$ cat src/rtl/subs3_serial_if.sv
`timescale 1ns/1ps
// Operand/result handshake bundle for subs3_serial.
// Flag signals exist only when SUBS3_FLAGS_EN is defined.
interface subs3_serial_if #(
    parameter int W1 = 4,
    parameter int W2 = 8
);
    logic          in_valid;
    logic          in_ready;
    logic [W1-1:0] a;
    logic [W1-1:0] b;
    logic [W2-1:0] c;
    logic [W2-1:0] d;
    logic          out_valid;
    logic          out_ready;
    logic [W1:0]   diff1;
    logic [W2:0]   diff2;
    logic [W2+1:0] diff3;
`ifdef SUBS3_FLAGS_EN
    logic          neg1;
    logic          neg2;
    logic          neg3;
    logic          zero3;
`endif

    modport master (
        output in_valid, a, b, c, d, out_ready,
        input  in_ready, out_valid, diff1, diff2, diff3
`ifdef SUBS3_FLAGS_EN
        , input neg1, neg2, neg3, zero3
`endif
    );

    modport slave (
        input  in_valid, a, b, c, d, out_ready,
        output in_ready, out_valid, diff1, diff2, diff3
`ifdef SUBS3_FLAGS_EN
        , output neg1, neg2, neg3, zero3
`endif
    );
endinterface

$ cat src/rtl/subs3_serial.sv
`timescale 1ns/1ps
// Bit-serial a-b, c-d and (c-d)-(a-b): one full-subtractor cell per lane, one bit per clock.
// Optional sign/zero flag outputs are built when SUBS3_FLAGS_EN is defined.
module subs3_serial #(
    parameter int W1 = 4,
    parameter int W2 = 8
) (
    input  logic          clk,
    input  logic          reset,
    subs3_serial_if.slave bus
);
    localparam int D1W = W1 + 1;
    localparam int D2W = W2 + 1;
    localparam int D3W = W2 + 2;
    localparam int CW  = $clog2(D3W);
    localparam logic [CW-1:0] LAST1 = CW'(W1);
    localparam logic [CW-1:0] LAST2 = CW'(W2);
    localparam logic [CW-1:0] LAST3 = CW'(W2 + 1);

    typedef enum logic [1:0] {IDLE, SUB12, SUB3, DONE} state_t;

    state_t         state_reg, state_next;
    logic [D3W-1:0] a_reg, b_reg, c_reg, d_reg;
    logic [CW-1:0]  cnt_reg;
    logic           borrow1_reg, borrow2_reg, borrow3_reg;
    logic [D1W-1:0] sh1_reg;
    logic [D2W-1:0] sh2_reg;
    logic [D3W-1:0] sh3_reg;
    logic [D1W-1:0] diff1_reg;
    logic [D2W-1:0] diff2_reg;
    logic [D3W-1:0] diff3_reg;
    logic [D3W-1:0] x1_ext, x2_ext;
    logic [1:0]     s1, s2, s3;
    logic [D3W-1:0] sh3_final;
    logic           lane1_active;
    logic           in_ready_c, out_valid_c;

    // {borrow_out, difference}
    function automatic logic [1:0] fsub(input logic x, input logic y, input logic bin);
        return {(~x & y) | (~(x ^ y) & bin), x ^ y ^ bin};
    endfunction

    // Sign-extend both shadows to the diff3 width for the second pass
    generate
        for (genvar gi = 0; gi < D3W; gi++) begin : g_sext
            if (gi < D1W) begin : g_in1
                assign x1_ext[gi] = sh1_reg[gi];
            end else begin : g_ext1
                assign x1_ext[gi] = sh1_reg[D1W-1];
            end
            if (gi < D2W) begin : g_in2
                assign x2_ext[gi] = sh2_reg[gi];
            end else begin : g_ext2
                assign x2_ext[gi] = sh2_reg[D2W-1];
            end
        end
    endgenerate

    assign s1           = fsub(a_reg[cnt_reg], b_reg[cnt_reg], borrow1_reg);
    assign s2           = fsub(c_reg[cnt_reg], d_reg[cnt_reg], borrow2_reg);
    assign s3           = fsub(x2_ext[cnt_reg], x1_ext[cnt_reg], borrow3_reg);
    assign sh3_final    = {s3[0], sh3_reg[D3W-1:1]};
    assign lane1_active = (cnt_reg <= LAST1);

    always_ff @(posedge clk) begin
        if (reset) begin
            state_reg <= IDLE;
        end else begin
            state_reg <= state_next;
        end
    end

    always_comb begin
        state_next  = state_reg;
        in_ready_c  = 1'b0;
        out_valid_c = 1'b0;
        case (state_reg)
            IDLE: begin
                in_ready_c = 1'b1;
                if (bus.in_valid) state_next = SUB12;
            end
            SUB12: if (cnt_reg == LAST2) state_next = SUB3;
            SUB3:  if (cnt_reg == LAST3) state_next = DONE;
            DONE: begin
                out_valid_c = 1'b1;
                if (bus.out_ready) state_next = IDLE;
            end
            default: state_next = IDLE;
        endcase
    end

`ifdef SUBS3_FLAGS_EN
    logic neg1_reg, neg2_reg, neg3_reg, zero3_reg;
`endif

    always_ff @(posedge clk) begin
        if (reset) begin
            a_reg       <= '0;
            b_reg       <= '0;
            c_reg       <= '0;
            d_reg       <= '0;
            cnt_reg     <= '0;
            borrow1_reg <= 1'b0;
            borrow2_reg <= 1'b0;
            borrow3_reg <= 1'b0;
            sh1_reg     <= '0;
            sh2_reg     <= '0;
            sh3_reg     <= '0;
            diff1_reg   <= '0;
            diff2_reg   <= '0;
            diff3_reg   <= '0;
`ifdef SUBS3_FLAGS_EN
            neg1_reg    <= 1'b0;
            neg2_reg    <= 1'b0;
            neg3_reg    <= 1'b0;
            zero3_reg   <= 1'b0;
`endif
        end else begin
            case (state_reg)
                IDLE: begin
                    if (bus.in_valid) begin
                        a_reg       <= D3W'(bus.a);
                        b_reg       <= D3W'(bus.b);
                        c_reg       <= D3W'(bus.c);
                        d_reg       <= D3W'(bus.d);
                        cnt_reg     <= '0;
                        borrow1_reg <= 1'b0;
                        borrow2_reg <= 1'b0;
                        borrow3_reg <= 1'b0;
                    end
                end
                SUB12: begin
                    sh2_reg     <= {s2[0], sh2_reg[D2W-1:1]};
                    borrow2_reg <= s2[1];
                    // Lane 1 is narrower and simply holds once its bits are done
                    if (lane1_active) begin
                        sh1_reg     <= {s1[0], sh1_reg[D1W-1:1]};
                        borrow1_reg <= s1[1];
                    end
                    cnt_reg <= (cnt_reg == LAST2) ? '0 : cnt_reg + 1'b1;
                end
                SUB3: begin
                    sh3_reg     <= sh3_final;
                    borrow3_reg <= s3[1];
                    cnt_reg     <= cnt_reg + 1'b1;
                    if (cnt_reg == LAST3) begin
                        cnt_reg   <= '0;
                        diff1_reg <= sh1_reg;
                        diff2_reg <= sh2_reg;
                        diff3_reg <= sh3_final;
`ifdef SUBS3_FLAGS_EN
                        neg1_reg  <= sh1_reg[D1W-1];
                        neg2_reg  <= sh2_reg[D2W-1];
                        neg3_reg  <= sh3_final[D3W-1];
                        zero3_reg <= (sh3_final == '0);
`endif
                    end
                end
                default: ;
            endcase
        end
    end

    assign bus.in_ready  = in_ready_c;
    assign bus.out_valid = out_valid_c;
    assign bus.diff1     = diff1_reg;
    assign bus.diff2     = diff2_reg;
    assign bus.diff3     = diff3_reg;
`ifdef SUBS3_FLAGS_EN
    assign bus.neg1      = neg1_reg;
    assign bus.neg2      = neg2_reg;
    assign bus.neg3      = neg3_reg;
    assign bus.zero3     = zero3_reg;
`endif
endmodule

$ cat src/flat_wrapper.sv
// flat-port wrapper written by rule: the top's interface ports become plain ports
module subs3_serial_flat 
#(
    parameter int W1 = 4,
    parameter int W2 = 8
)
  (clk, reset, bus_in_valid, bus_a, bus_b, bus_c, bus_d, bus_out_ready, bus_in_ready, bus_out_valid, bus_diff1, bus_diff2, bus_diff3);
  subs3_serial_if #(.W1(W1), .W2(W2)) bus_i ();
  input  logic clk;
  input  logic reset;
  input wire logic [$bits(bus_i.in_valid)-1:0] bus_in_valid;
  input wire logic [$bits(bus_i.a)-1:0] bus_a;
  input wire logic [$bits(bus_i.b)-1:0] bus_b;
  input wire logic [$bits(bus_i.c)-1:0] bus_c;
  input wire logic [$bits(bus_i.d)-1:0] bus_d;
  input wire logic [$bits(bus_i.out_ready)-1:0] bus_out_ready;
  output wire logic [$bits(bus_i.in_ready)-1:0] bus_in_ready;
  output wire logic [$bits(bus_i.out_valid)-1:0] bus_out_valid;
  output wire logic [$bits(bus_i.diff1)-1:0] bus_diff1;
  output wire logic [$bits(bus_i.diff2)-1:0] bus_diff2;
  output wire logic [$bits(bus_i.diff3)-1:0] bus_diff3;
  assign bus_i.in_valid = bus_in_valid;
  assign bus_i.a = bus_a;
  assign bus_i.b = bus_b;
  assign bus_i.c = bus_c;
  assign bus_i.d = bus_d;
  assign bus_i.out_ready = bus_out_ready;
  assign bus_in_ready = bus_i.in_ready;
  assign bus_out_valid = bus_i.out_valid;
  assign bus_diff1 = bus_i.diff1;
  assign bus_diff2 = bus_i.diff2;
  assign bus_diff3 = bus_i.diff3;
  subs3_serial #(.W1(W1), .W2(W2)) u_core (.clk(clk), .reset(reset), .bus(bus_i));
endmodule
$ cat config.mk
export PLATFORM = sky130hd
export DESIGN_NAME = subs3_serial_flat
export DESIGN_NICKNAME = d
export VERILOG_FILES = /design/src/rtl/subs3_serial_if.sv /design/src/rtl/subs3_serial.sv /design/src/flat_wrapper.sv
export SDC_FILE = /design/constraint.sdc
export NUM_CORES = 1
export LEC_CHECK = 0
export ABC_AREA = 0
export CAP_MARGIN = 20
export CORE_MARGIN = 2
export CORE_UTILIZATION = 35
export DETAILED_ROUTE_END_ITERATION = 10
export PLACE_DENSITY = 0.61
export RECOVER_POWER = 50
export SYNTH_ARGS = -nofsm -noshare
export SYNTH_HDL_FRONTEND = slang
export SYNTH_SLANG_ARGS = --single-unit
$ cat constraint.sdc
create_clock -name clk -period 5.5 [get_ports clk]
set_input_delay 0.825 -clock clk [delete_from_list [all_inputs] [get_ports clk]]
set_output_delay 0.825 -clock clk [all_outputs]
set_load 0.05 [all_outputs]
==> impl_metrics.py <==
metrics = {
    "sta": {
        "setup_viol": 0,
        "fmax_mhz": 277,
        "finalMaxSlewViolations": 59,
        "grt_setup_unrepaired": "false",
        "worst_pin_slew_ps": 2410,
        "timing.final.ws_setup_ps": 1890,
        "worst_clock_skew_ps": 12.6,
        "hold_ws_ps": 452,
        "slew_headroom": -0.609,
        "period_needed_ps": 3610,
        "final.setup.tns_ps": 0,
        "hold_viol_final": 0,
        "finalCritPeriodShare": 0.656,
    },
    "cells_and_area": {
        "seq_area_um2": 1600,
        "multiInputGateArea_um2": 1700,
        "fin_nets": 471,
        "synthToLayoutAreaGrowth_pct": 20.8,
        "nFillCells": 978,
        "stdcell_area_um2": 4190,
        "largest_reg_flops": 10,
        "drive_gt1_frac": 0.0505,
        "antenna_cells": 0,
    },
    "detailed_routing": {
        "post-route-drc-count": 0,
        "drt_iter0_drc": 104,
        "first_pass_iters": 4,
        "vias": 2694,
        "drtAntennaViolNets": 0,
        "wl_per_cell_um": 12.0,
        "finalWirelength_um": 6830,
        "viasPerCell": 4.73,
    },
    "floorplan": {
        "coreArea_um2": 9680,
        "ios": 54,
        "dieArea_um2": 10700,
        "rows": 36,
        "start_util": 0.358,
        "die_y_um": 104,
        "die_w_um": 104,
    },
    "placement": {
        "pre_cts_slack_ps": 2820,
        "hpwl_um": 4780,
        "gp_congestion": 0.732,
        "dpl_cell_area_um2": 4030,
        "io_buffers": 53,
    },
    "worst_setup_path": {
        "cp.required_ps": 5740,
        "crit_top_cell": "clkbuf_1",
        "critPathKind": "input pin to flip-flop",
        "cp-start-kind": "input pin",
        "r2r_start": "u_core.cnt_reg[0]",
        "worstPathCellList": "clkbuf_1 -> clkbuf_1 -> nor2_1 -> mux2_1",
        "endpoint_kind": "flip-flop",
        "worstPathMaxFanout": 58,
        "cp_slowest_stage_delay_ps": 1780,
        "cp_data_arrival_time_ps": 3840,
        "crit_start": "reset",
        "slowest_stage": "clkbuf_1",
    },
    "power_and_ir_drop": {
        "clock_power_share": 0.261,
        "p_int_uw": 948,
        "power.switching_uw": 465,
        "ir_drop_mv": 0.123,
        "p_total_uw": 1410,
        "p_leak_uw": 0.00144,
        "combinationalPowerShare": 0.264,
        "powerDensity_nw_per_um2": 337,
        "switching_share": 0.329,
        "seqPwrFrac": 0.476,
    },
    "synth": {
        "ys_seq_area_frac": 0.462,
        "yosysTopAreaCell": "dfxtp_1",
        "synthArstFlopShare": 0,
        "synth_warnings": 0,
        "synth_cells": 394,
        "synth.cell_area_um2": 3470,
        "syn_nets": 433,
        "synth_edf_count": 0,
        "synth_cell_types": 34,
        "synth_seq_cells": 80,
        "synth_area_leaders": "dfxtp_1, nand2_1, a21oi_1, mux2i_1, nor2_1",
        "syn_avg_cell_area_um2": 8.80,
        "yosysMostFrequentCell": "nand2_1",
        "synthFlopType": "dfxtp_1",
        "yosysTopAreaCellShare": 0.462,
        "synth_top_cells_by_count": "nand2_1, dfxtp_1, a21oi_1",
    },
    "cts": {
        "cts_sinks": 80,
        "clk_path_buf_depth": 2,
        "hold_buffers": 0,
        "post_cts_buffers": 0,
        "clk_latency_ps": 350,
        "ctsResizeCount": 0,
        "htreeDepth": 3,
        "root_buffer": "clkbuf_8",
        "tritoncts": "yes",
        "cts.clk_slew.worst_paths_ps": 80,
        "numCtsBuffers": 9,
    },
    "global_route": {
        "overflow": 0,
        "grt_use_total": 0.132,
        "grt_pass1_wl_um": 11800,
        "grt_pass1_vias": 2684,
        "antenna_found_initial": 0,
        "grt_max_degree": 59,
    },
    "min_path": {
        "worstHoldStart": "u_core.bus.diff2[4]",
        "timing.hold.worst.class": "flip-flop to flip-flop",
    },
    "flow_run": {
        "max_cap_violations": 1,
    },
    "outcome": {
        "status": "finished, violations left",
        "violations": "max-capacitance violations, max-slew violations",
    },
}
==> through the flow <==
step | cells | utilization
finish | 569 | 0.432
global route | 569 | 0.432
CTS | 569 | 0.433
detailed placement | 554 | 0.417
global placement | 554 | 0.417
floorplan | 394 | -
==> path summary, 6_finish.rpt <==
| check | slack, ps | endpoint | depth (start not counted) |
|---|---|---|---|
| worst min-delay path | 450 | u_core.bus.diff2[4] | 2 |
| worst max register to register | 2910 | u_core.borrow1_reg | 7 |
| worst min register to register | 450 | u_core.bus.diff2[4] | 2 |
| worst max-delay path | 1890 | u_core.state_reg[0] | 4 |
==> power by group through the flow <==
stage	clock network [uW]	logic [uW]	registers, uW
floorplan	0	313	668
global placement	0	374	684
detailed placement	0	382	687
CTS	382	383	673
global route	405	416	681
finish	368	373	672
==> critical path, delay by kind of cell <==
| kind | cells | cell delay, ps |
|---|---|---|
| buffers and inverters | 2 | 2540 |
| multiplexers | 1 | 370 |
| AND/OR/NAND/NOR | 1 | 100 |
==> layer usage <==
metal  part of all wire  wire [um]  vias to the layer above  GRT usage
li1                   -          -                     1397          -
met1               0.47       3190                     1240      0.152
met2               0.48       3270                       50      0.237
met3              0.040        275                        7     0.0359
met4              0.012         84                        0     0.0454
met5                  0          0                        -          0
==> placed cells by master, fill, tap and decap left out, types with 3 or more instances in the layout <==
| cell type | synthesis | routed |
|---|---|---|
| dlygate4sd3_1 | 0 | 4 |
| a31oi_1 | 3 | 3 |
| nand3b_1 | 3 | 3 |
| a21oi_1 | 54 | 54 |
| nor2_1 | 32 | 32 |
| a211oi_1 | 4 | 4 |
| nand3_1 | 7 | 7 |
| clkbuf_8 | 0 | 9 |
| clkbuf_1 | 9 | 3 |
| mux2i_1 | 22 | 22 |
| mux4_2 | 5 | 5 |
| clkdlybuf4s50_1 | 0 | 48 |
| inv_1 | 8 | 8 |
| ha_1 | 8 | 8 |
| fa_1 | 3 | 3 |
| o21ai_0 | 6 | 6 |
| dfxtp_1 | 80 | 80 |
| mux4_1 | 4 | 4 |
| and2_1 | 4 | 3 |
| nand2_1 | 107 | 107 |
==> final cells by class <==
cell class	instances	area share
Clock inverter	5	0.00807
Clock buffer	10	0.0305
Tap cell	133	0.0397
Multi-Input combinational cell	279	0.406
Timing Repair Buffer	54	0.126
Sequential cell	80	0.383
Inverter	8	0.00717
==> logic make-up after synthesis <==
group / after synthesis / synth area share
flops: 80 / 0.462
mux: 33 / 0.134
buf+inv: 35 / 0.0469
compound gates: 72 / 0.114
simple gates: 163 / 0.197
fa+ha+maj: 11 / 0.0462
Note: power is estimated with default switching activity, not from simulation.
